[config.mk]
export PLATFORM = sky130hd
export DESIGN_NAME = alu_ctrl_mdu
export DESIGN_NICKNAME = d
export VERILOG_FILES = /design/src/rtl/alu_ctrl_mdu.sv
export SDC_FILE = /design/constraint.sdc
export NUM_CORES = 1
export LEC_CHECK = 0
export ABC_AREA = 1
export CORE_MARGIN = 2
export CORE_UTILIZATION = 50
export CTS_CLUSTER_DIAMETER = 30
export DETAILED_ROUTE_END_ITERATION = 10
export DONT_BUFFER_PORTS = 1
export MAX_ROUTING_LAYER = met4
export PLACE_DENSITY = 0.75
export SLEW_MARGIN = 10
export SYNTH_ARGS = -nofsm -noshare
export SYNTH_HDL_FRONTEND = slang
export SYNTH_SLANG_ARGS = --single-unit
[constraint.sdc]
create_clock -name clk_i -period 6.5 [get_ports clk_i]
set_clock_uncertainty 0.2 [all_clocks]
set_input_delay 1.95 -clock clk_i [delete_from_list [all_inputs] [get_ports clk_i]]
set_output_delay 1.95 -clock clk_i [all_outputs]
set_load 0.005 [all_outputs]
[src/rtl/alu_ctrl_mdu.sv]
// ALU control decoder with an iterative multiply/divide sequencer and HI/LO registers.
// MUL/DIV run one bit per cycle for WIDTH cycles and stall mfhi/mflo/MDU issue while busy.
module alu_ctrl_mdu #(
    parameter int unsigned WIDTH  = 32,
    parameter int unsigned CTRL_W = 4
) (
    input  logic              clk_i,
    input  logic              rst_i,
    input  logic              valid_i,
    input  logic [2:0]        ALUOp_i,
    input  logic [5:0]        funct_i,
    input  logic [WIDTH-1:0]  src1_i,
    input  logic [WIDTH-1:0]  src2_i,
    output logic [CTRL_W-1:0] ALUCtrl_o,
    output logic              stall_o,
    output logic              done_o,
    output logic [WIDTH-1:0]  hi_o,
    output logic [WIDTH-1:0]  lo_o
);

    localparam int unsigned CNT_W = (WIDTH > 1) ? $clog2(WIDTH) : 1;

    typedef enum logic [1:0] {S_IDLE, S_MUL, S_DIV, S_DONE} state_t;

    state_t               state, state_nxt;
    logic [CNT_W-1:0]     cnt;
    logic [2*WIDTH-1:0]   work, work_step, prod_fix;
    logic [WIDTH-1:0]     opnd, mag1, mag2, q_fix, r_fix;
    logic [WIDTH:0]       mul_sum, div_diff;
    logic                 neg_q, neg_r;
    logic [3:0]           code;
    logic                 is_mdu, is_mv, is_mul_f, is_sgn, busy, start, last;

    always_comb begin
        code = 4'b1111;
        case (ALUOp_i)
            3'b000, 3'b011: code = 4'b0010;
            3'b001:         code = 4'b0110;
            3'b111:         code = 4'b0111;
            3'b010: begin
                case (funct_i)
                    6'h20:                      code = 4'b0010;
                    6'h22:                      code = 4'b0110;
                    6'h24:                      code = 4'b0000;
                    6'h25:                      code = 4'b0001;
                    6'h2A:                      code = 4'b0111;
                    6'h10:                      code = 4'b1000;
                    6'h12:                      code = 4'b1001;
                    6'h18, 6'h19, 6'h1A, 6'h1B: code = 4'b1110;
                    default:                    code = 4'b1111;
                endcase
            end
            default:        code = 4'b1111;
        endcase
    end

    assign ALUCtrl_o = CTRL_W'(code);

    // funct 0x18..0x1B: bit1 selects div, bit0 selects unsigned
    assign is_mdu   = (ALUOp_i == 3'b010) && (funct_i[5:2] == 4'b0110);
    assign is_mv    = (ALUOp_i == 3'b010) && ((funct_i == 6'h10) || (funct_i == 6'h12));
    assign is_mul_f = ~funct_i[1];
    assign is_sgn   = ~funct_i[0];

    assign busy    = !rst_i && ((state == S_MUL) || (state == S_DIV));
    assign start   = valid_i && is_mdu && ((state == S_IDLE) || (state == S_DONE));
    assign stall_o = valid_i && (is_mdu || is_mv) && busy;
    assign done_o  = !rst_i && (state == S_DONE);
    assign last    = (cnt == CNT_W'(WIDTH - 1));

    assign mag1 = (is_sgn && src1_i[WIDTH-1]) ? -src1_i : src1_i;
    assign mag2 = (is_sgn && src2_i[WIDTH-1]) ? -src2_i : src2_i;

    // work holds {HI-part, LO-part}: product/multiplier for MUL, remainder/quotient for DIV
    always_comb begin
        work_step = work;
        mul_sum   = '0;
        div_diff  = '0;
        if (state == S_MUL) begin
            mul_sum   = {1'b0, work[2*WIDTH-1:WIDTH]} + (work[0] ? {1'b0, opnd} : '0);
            work_step = {mul_sum, work[WIDTH-1:1]};
        end else begin
            div_diff = work[2*WIDTH-1:WIDTH-1] - {1'b0, opnd};
            if (!div_diff[WIDTH])
                work_step = {div_diff[WIDTH-1:0], work[WIDTH-2:0], 1'b1};
            else
                work_step = {work[2*WIDTH-2:0], 1'b0};
        end
    end

    assign prod_fix = neg_q ? -work_step : work_step;
    assign q_fix    = neg_q ? -work_step[WIDTH-1:0] : work_step[WIDTH-1:0];
    assign r_fix    = neg_r ? -work_step[2*WIDTH-1:WIDTH] : work_step[2*WIDTH-1:WIDTH];

    always_comb begin
        state_nxt = state;
        case (state)
            S_IDLE, S_DONE: begin
                if (start) begin
                    if (is_mul_f)
                        state_nxt = S_MUL;
                    else if (src2_i == '0)
                        state_nxt = S_DONE;
                    else
                        state_nxt = S_DIV;
                end else begin
                    state_nxt = S_IDLE;
                end
            end
            S_MUL, S_DIV: if (last) state_nxt = S_DONE;
            default:      state_nxt = S_IDLE;
        endcase
    end

    always_ff @(posedge clk_i) begin
        if (rst_i) begin
            state <= S_IDLE;
            cnt   <= '0;
            work  <= '0;
            opnd  <= '0;
            neg_q <= 1'b0;
            neg_r <= 1'b0;
            hi_o  <= '0;
            lo_o  <= '0;
        end else begin
            state <= state_nxt;
            case (state)
                S_IDLE, S_DONE: begin
                    if (start) begin
                        cnt   <= '0;
                        neg_q <= is_sgn && (src1_i[WIDTH-1] ^ src2_i[WIDTH-1]);
                        neg_r <= is_sgn && src1_i[WIDTH-1];
                        if (is_mul_f) begin
                            opnd <= mag1;
                            work <= {{WIDTH{1'b0}}, mag2};
                        end else if (src2_i == '0) begin
                            hi_o <= src1_i;
                            lo_o <= '1;
                        end else begin
                            opnd <= mag2;
                            work <= {{WIDTH{1'b0}}, mag1};
                        end
                    end
                end
                S_MUL, S_DIV: begin
                    work <= work_step;
                    cnt  <= cnt + CNT_W'(1);
                    if (last) begin
                        if (state == S_MUL) begin
                            hi_o <= prod_fix[2*WIDTH-1:WIDTH];
                            lo_o <= prod_fix[WIDTH-1:0];
                        end else begin
                            hi_o <= r_fix;
                            lo_o <= q_fix;
                        end
                    end
                end
                default: ;
            endcase
        end
    end

endmodule

== Yosys cells after proc, flatten, opt, wreduce, memory -nomap -nowiden ==
Cells that the tools add are included.

* Eq/ne operators: 26
* Bitwise logic cells: 2
* $add $sub $neg: 8
* Reduce and logical (&&, ||, !) cells: 27
* Mux-type cells: 35

{| class="wikitable"
|+ Operators by type and width
! cell !! number
|-
| $mux 32 || 17
|-
| $mux 64 || 6
|-
| $neg 32->32 || 4
|-
| $pmux 32 s2 || 2
|-
| $pmux 64 s2 || 1
|-
| $neg 64->64 || 1
|-
| $eq 6x5->1 const B || 6
|-
| $add 32x32->33 || 1
|-
| $sub 33x32->33 || 1
|-
| $logic_not 32->1 || 1
|-
| $pmux 4 s8 || 1
|-
| $eq 6x6->1 const B || 5
|-
| $pmux 4 s4 || 1
|-
| $logic_and 1x1->1 || 11
|-
| $ne 2x2->1 const B || 5
|-
| $pmux 5 s2 || 1
|-
| $eq 3x2->1 const B || 2
|-
| $mux 2 || 3
|-
| $reduce_or 2->1 || 3
|-
| $add 5x1->5 const B || 1
|-
| $eq 5x5->1 const B || 1
|-
| $mux 5 || 1
|-
| $eq 2x2->1 const B || 2
|-
| $eq 4x3->1 const B || 1
|-
| 16 further kinds || 20
|}

* Flip-flop bits (word level): 169
* Word-level logic and storage cells: 106
* Input port bits: 76
* Output and inout port bits: 70

== Longest topological paths before layout ==
* Word-level depth: 8
* Gate-level depth with buffers: 34

== Worst setup path after synthesis ==
Ideal clock, no wire load.

* Path type: input to output
* Start: input port funct_i[1]
* End: output port ALUCtrl_o[0]
* Path slack: 1.304 ns
* Path buffers: 2
* Cell stages on the path: 7
* Arrival time: 3.046 ns
* Cells stage by stage: clkbuf_1 -> clkbuf_1 -> o311a_1 -> nand2_1 -> inv_1 -> nor4_1 -> o21bai_1

* Cells in the longest elaborated chain, start to end: 4

{| class="wikitable"
|+ RTL lines
! item !! RTL line !! RTL
|-
| start, declared || 11 || <nowiki>input logic [5:0] funct_i,</nowiki>
|-
| $eq 6x5->1 || 41 || <nowiki>case (funct_i)</nowiki>
|-
| $reduce_or 4->1 || 41 ||
|-
| $pmux 4 s8 * || 41 ||
|-
| $pmux 4 s4 * || 36 || <nowiki>case (ALUOp_i)</nowiki>
|-
| end, declared || 14 || <nowiki>output logic [CTRL_W-1:0] ALUCtrl_o,</nowiki>
|}

Every way passes the cells marked *; elsewhere a longest branch is shown, timed or not.

== Worst setup path in the final report ==
* Start: input port funct_i[3]
* End: output port ALUCtrl_o[0]

The elaborated chain is that of the path after synthesis.

==> impl_metrics.csv <==
group,metric,value,unit
run_status,status,"finished, final reports clean",
power,worst_vdd_rail_ir_drop,0.191,mV
placement,place_hpwl,60200,um
clock_tree,path_clk_slew,0.08,ns
drt,num_vias,19861,
synthesis,synth_enable_flop_cells,0,
synthesis,synthesis.area,0.0169,mm^2
flow_run,max_cap_viol_count,0,
synthesis,synth.area.top_cells,"sky130_fd_sc_hd__dfxtp_1 (20%), sky130_fd_sc_hd__nand2_1 (18%), sky130_fd_sc_hd__inv_1 (8.6%), sky130_fd_sc_hd__nor2_1 (6.0%), sky130_fd_sc_hd__nand3_1 (5.6%)",
sta,timing.slew.headroom,33.8,%
worst_setup_path,worstSetupPathDepth,12,
sta,finalHoldViolCount,0,
worst_setup_path,crit_slowest_cell,"sky130_fd_sc_hd__nor4_1",
worst_setup_path,cp-end-kind,"output port",
synthesis,synthesis.nets,3034,
die,initial_core_util,50.6,%
clock_tree,worst_skew_pair.late_latency,0.46,ns
global_route,grt_antenna_before_repair,0,
worst_setup_path,slowest_delay,0.20,ns
worst_setup_path,worstSetupPathType,"input port to output port",
worst_setup_path,arrival,3.16,ns
drt,route.detailed.wl_per_inst,23.0,um
drt,drc,0,
drt,routed_wl,75300,um
worst_setup_path,regToRegEndpoint,"hi_o[20]$_SDFFE_PP0P_",
layout,drive_above_1_share,7.03,%
sta,timing.final.crit_share,81.7,%
layout,fin_nets,2969,
global_route,grt_overflow,0,
global_route,gr-usage-all-layers,43.2,%
global_route,grt_pass1_vias,18419,
die,row_count,67,
worst_setup_path,timing.critical_path.fanout_max,3,
worst_setup_path,crit_path_start_kind,"input port",
sta,final.setup.tns,0,ns
sta,final_period_minus_worst_setup_slack,5.31,ns
min_path,timing.hold.worst_path_depth,2,
drt,drtIter0Drc,2285,
die,boundaryPins,146,
die,floorplan.die_area,0.0353,mm^2
clock_tree,holdBufCountCts,0,
clock_tree,cts.sink_count,169,
synthesis,yosysUniqueCellTypes,62,
sta,fmax,188,MHz
clock_tree,max_buffers_root_to_sink,2,
synthesis,synth.yosys.seq_area_share,20.0,%
synthesis,postSynthAreaPerCell,5.86,um^2
placement,buffer_ports.inserted,0,
clock_tree,number_of_buffers_created_by_cts,17,
worst_setup_path,crit_buf_inv,3,
die,coreArea,0.0334,mm^2
global_route,grt_start_max_net_pins,74,
drt,routed_via_density,6.06,
worst_setup_path,cp_top_family,"simple AND/OR/NAND/NOR gates",
synthesis,prevailing_post_synth_register_cell,"sky130_fd_sc_hd__dfxtp_1",
placement,dp_worst_setup_slack,1.23,ns
sta,grt_setup_unrepaired,"no",
worst_setup_path,cpMostUsedCell,"sky130_fd_sc_hd__inv_1",
worst_setup_path,rrSetupSlack,1.29,ns
synthesis,number_of_warnings_issued_by_yosys,0,
worst_setup_path,startpoint,"funct_i[3]",
clock_tree,cts_tree,"done",
die,dieHeight,188,um
sta,final.hold.worst_slack,0.270,ns
sta,setup_viols_final,0,
worst_setup_path,critical_path.reg2reg.startpoint,"work[31]$_SDFFE_PP0P_",
synthesis,post-synth-top-area-cell,"sky130_fd_sc_hd__dfxtp_1",
sta,worst_margin_slew,0.991,ns
clock_tree,postCtsSetupRepairBufs,0,
synthesis,synth_top_cells_by_count,"sky130_fd_sc_hd__nand2_1 (801), sky130_fd_sc_hd__inv_1 (386), sky130_fd_sc_hd__nor2_1 (269), sky130_fd_sc_hd__nand3_1 (188), sky130_fd_sc_hd__a21oi_1 (178)",
synthesis,synth-seq-cells,169,
sta,final.setup.worst_slack,1.19,ns
synthesis,synth_async_sr_flop_share,0,%
synthesis,post_synth_top_area_share,20.0,%
worst_setup_path,reg2regPathDepth,33,
worst_setup_path,cp.required,4.35,ns
synthesis,syn-instance-count,2884,
power,p_leak,8.54,nW
sta,finalMaxSlewViolations,0,
layout,final_util,53.1,%
layout,flow.area_growth_from_synthesis,4.84,%
worst_setup_path,worstPathCellList,"inv_1, nor2_1, nand3_1, nor2_1, a21oi_1, nand2_1, inv_1, o311a_1, nand2_1, inv_1, nor4_1, o21bai_1",
power,cellPowerDensity,161,mW/mm^2
layout,n_antenna_cell,0,
clock_tree,total_of_cells_resized_after_clock_tree_synthesis,0,
drt,firstDrtPassIters,6,
die,die_w,188,um
worst_setup_path,crit_end,"ALUCtrl_o[0]",
synthesis,synth.most_common_cell,"sky130_fd_sc_hd__nand2_1",
placement,gp_congestion,1.10,
clock_tree,root_buffer,"sky130_fd_sc_hd__clkbuf_16",
drt,ant_nets,0,
global_route,grt_first_pass_wirelength,112000,um
clock_tree,clock_h_tree_levels,4,
min_path,holdCritPathClass,"flip-flop to flip-flop",
==> routing by layer <==
layer	GRT usage [%]	wire (um)
met5	-	0
met3	7.69	6880
met1	52.7	29500
met2	67.0	33600
met4	25.5	5280
==> final cells by class <==
cell class	instances	area, um^2
clock buffer	17	425
clock inverter	13	134
fill	3561	15700
inverter	419	1570
multi-input combinational	2192	11500
sequential	169	3380
tap	448	561
timing repair buffer	20	150
==> worst min-delay path by stage <==
stage                               start                    end  slack, ns
global route        work[19]$_SDFFE_PP0P_  work[19]$_SDFFE_PP0P_       0.29
detailed placement  work[25]$_SDFFE_PP0P_  work[25]$_SDFFE_PP0P_       0.26
CTS                 work[14]$_SDFFE_PP0P_  work[14]$_SDFFE_PP0P_       0.27
global placement      cnt[4]$_SDFFE_PP0P_    cnt[4]$_SDFFE_PP0P_       0.25
floorplan           work[14]$_SDFFE_PP0P_  work[14]$_SDFFE_PP0P_       0.24
finish              work[14]$_SDFFE_PP0P_  work[14]$_SDFFE_PP0P_       0.27
==> layout by cell type (no fill, tap or decap), drive strengths merged, types with 2 or more instances in the layout <==
cell	n
nor4	12
mux2i	2
a221oi	8
a211oi	14
a21o	8
nand2	852
o211ai	22
xor2	82
a31oi	18
o221ai	20
xnor2	20
a311oi	7
o31ai	4
clkbuf	17
clkinv	12
nand3b	19
nand4	30
inv	420
fa	2
ha	72
nor2	297
nor3	43
a21oi	189
dfxtp	169
or2	8
nand3	201
o21bai	8
o221a	5
o22ai	23
o21ai	201
buf	20
o21a	6
a22oi	10
==> per-stage QoR <==
stage                     instance area, um^2  cells  power, W
final                                   17700   3278   0.00284
after global routing                    17700   3278   0.00294
after CTS                               17700   3278   0.00281
after detailed placement                17100   3248   0.00180
after global placement                  17100   3248   0.00180
after floorplan                         16900   2884   0.00157
==> registers in the layout, summed over array words and instances, names as in the netlist <==
signal,cells
work,64
hi_o,32
lo_o,32
opnd,32
cnt,5
state,2
neg_q,1
neg_r,1
==> report_power, final <==
group | internal, W | leakage, nW | switching [W] | total, W
clock network | 0.000506 | 0.275 | 0.000529 | 0.00104
registers | 0.00104 | 1.36 | 0.00000302 | 0.00104
logic | 0.000196 | 6.90 | 0.000570 | 0.000767
==> worst reg2reg max path, delay by kind of cell (launching register included) <==
kind / cells / cell delay [ns]
AOI/OAI and AO/OA: 1 / 0.05
buffers and inverters: 3 / 0.28
DFF: 1 / 0.33
adders and majority gates: 3 / 0.77
and+or+nand+nor: 26 / 3.47
==> cells by family (layout without fill, tap and decap cells) <==
kind of cell / Yosys count / count (layout) / synth area share, %
xor+xnor: 102 / 102 / 5.29
buf+inv: 523 / 469 / 12.1
simple gates: 1464 / 1464 / 37.8
mux: 2 / 2 / 0.119
compound gates: 550 / 550 / 19.2
fa+ha+maj: 74 / 74 / 5.57
flops: 169 / 169 / 20.0
Power figures use the tool's default switching activity.
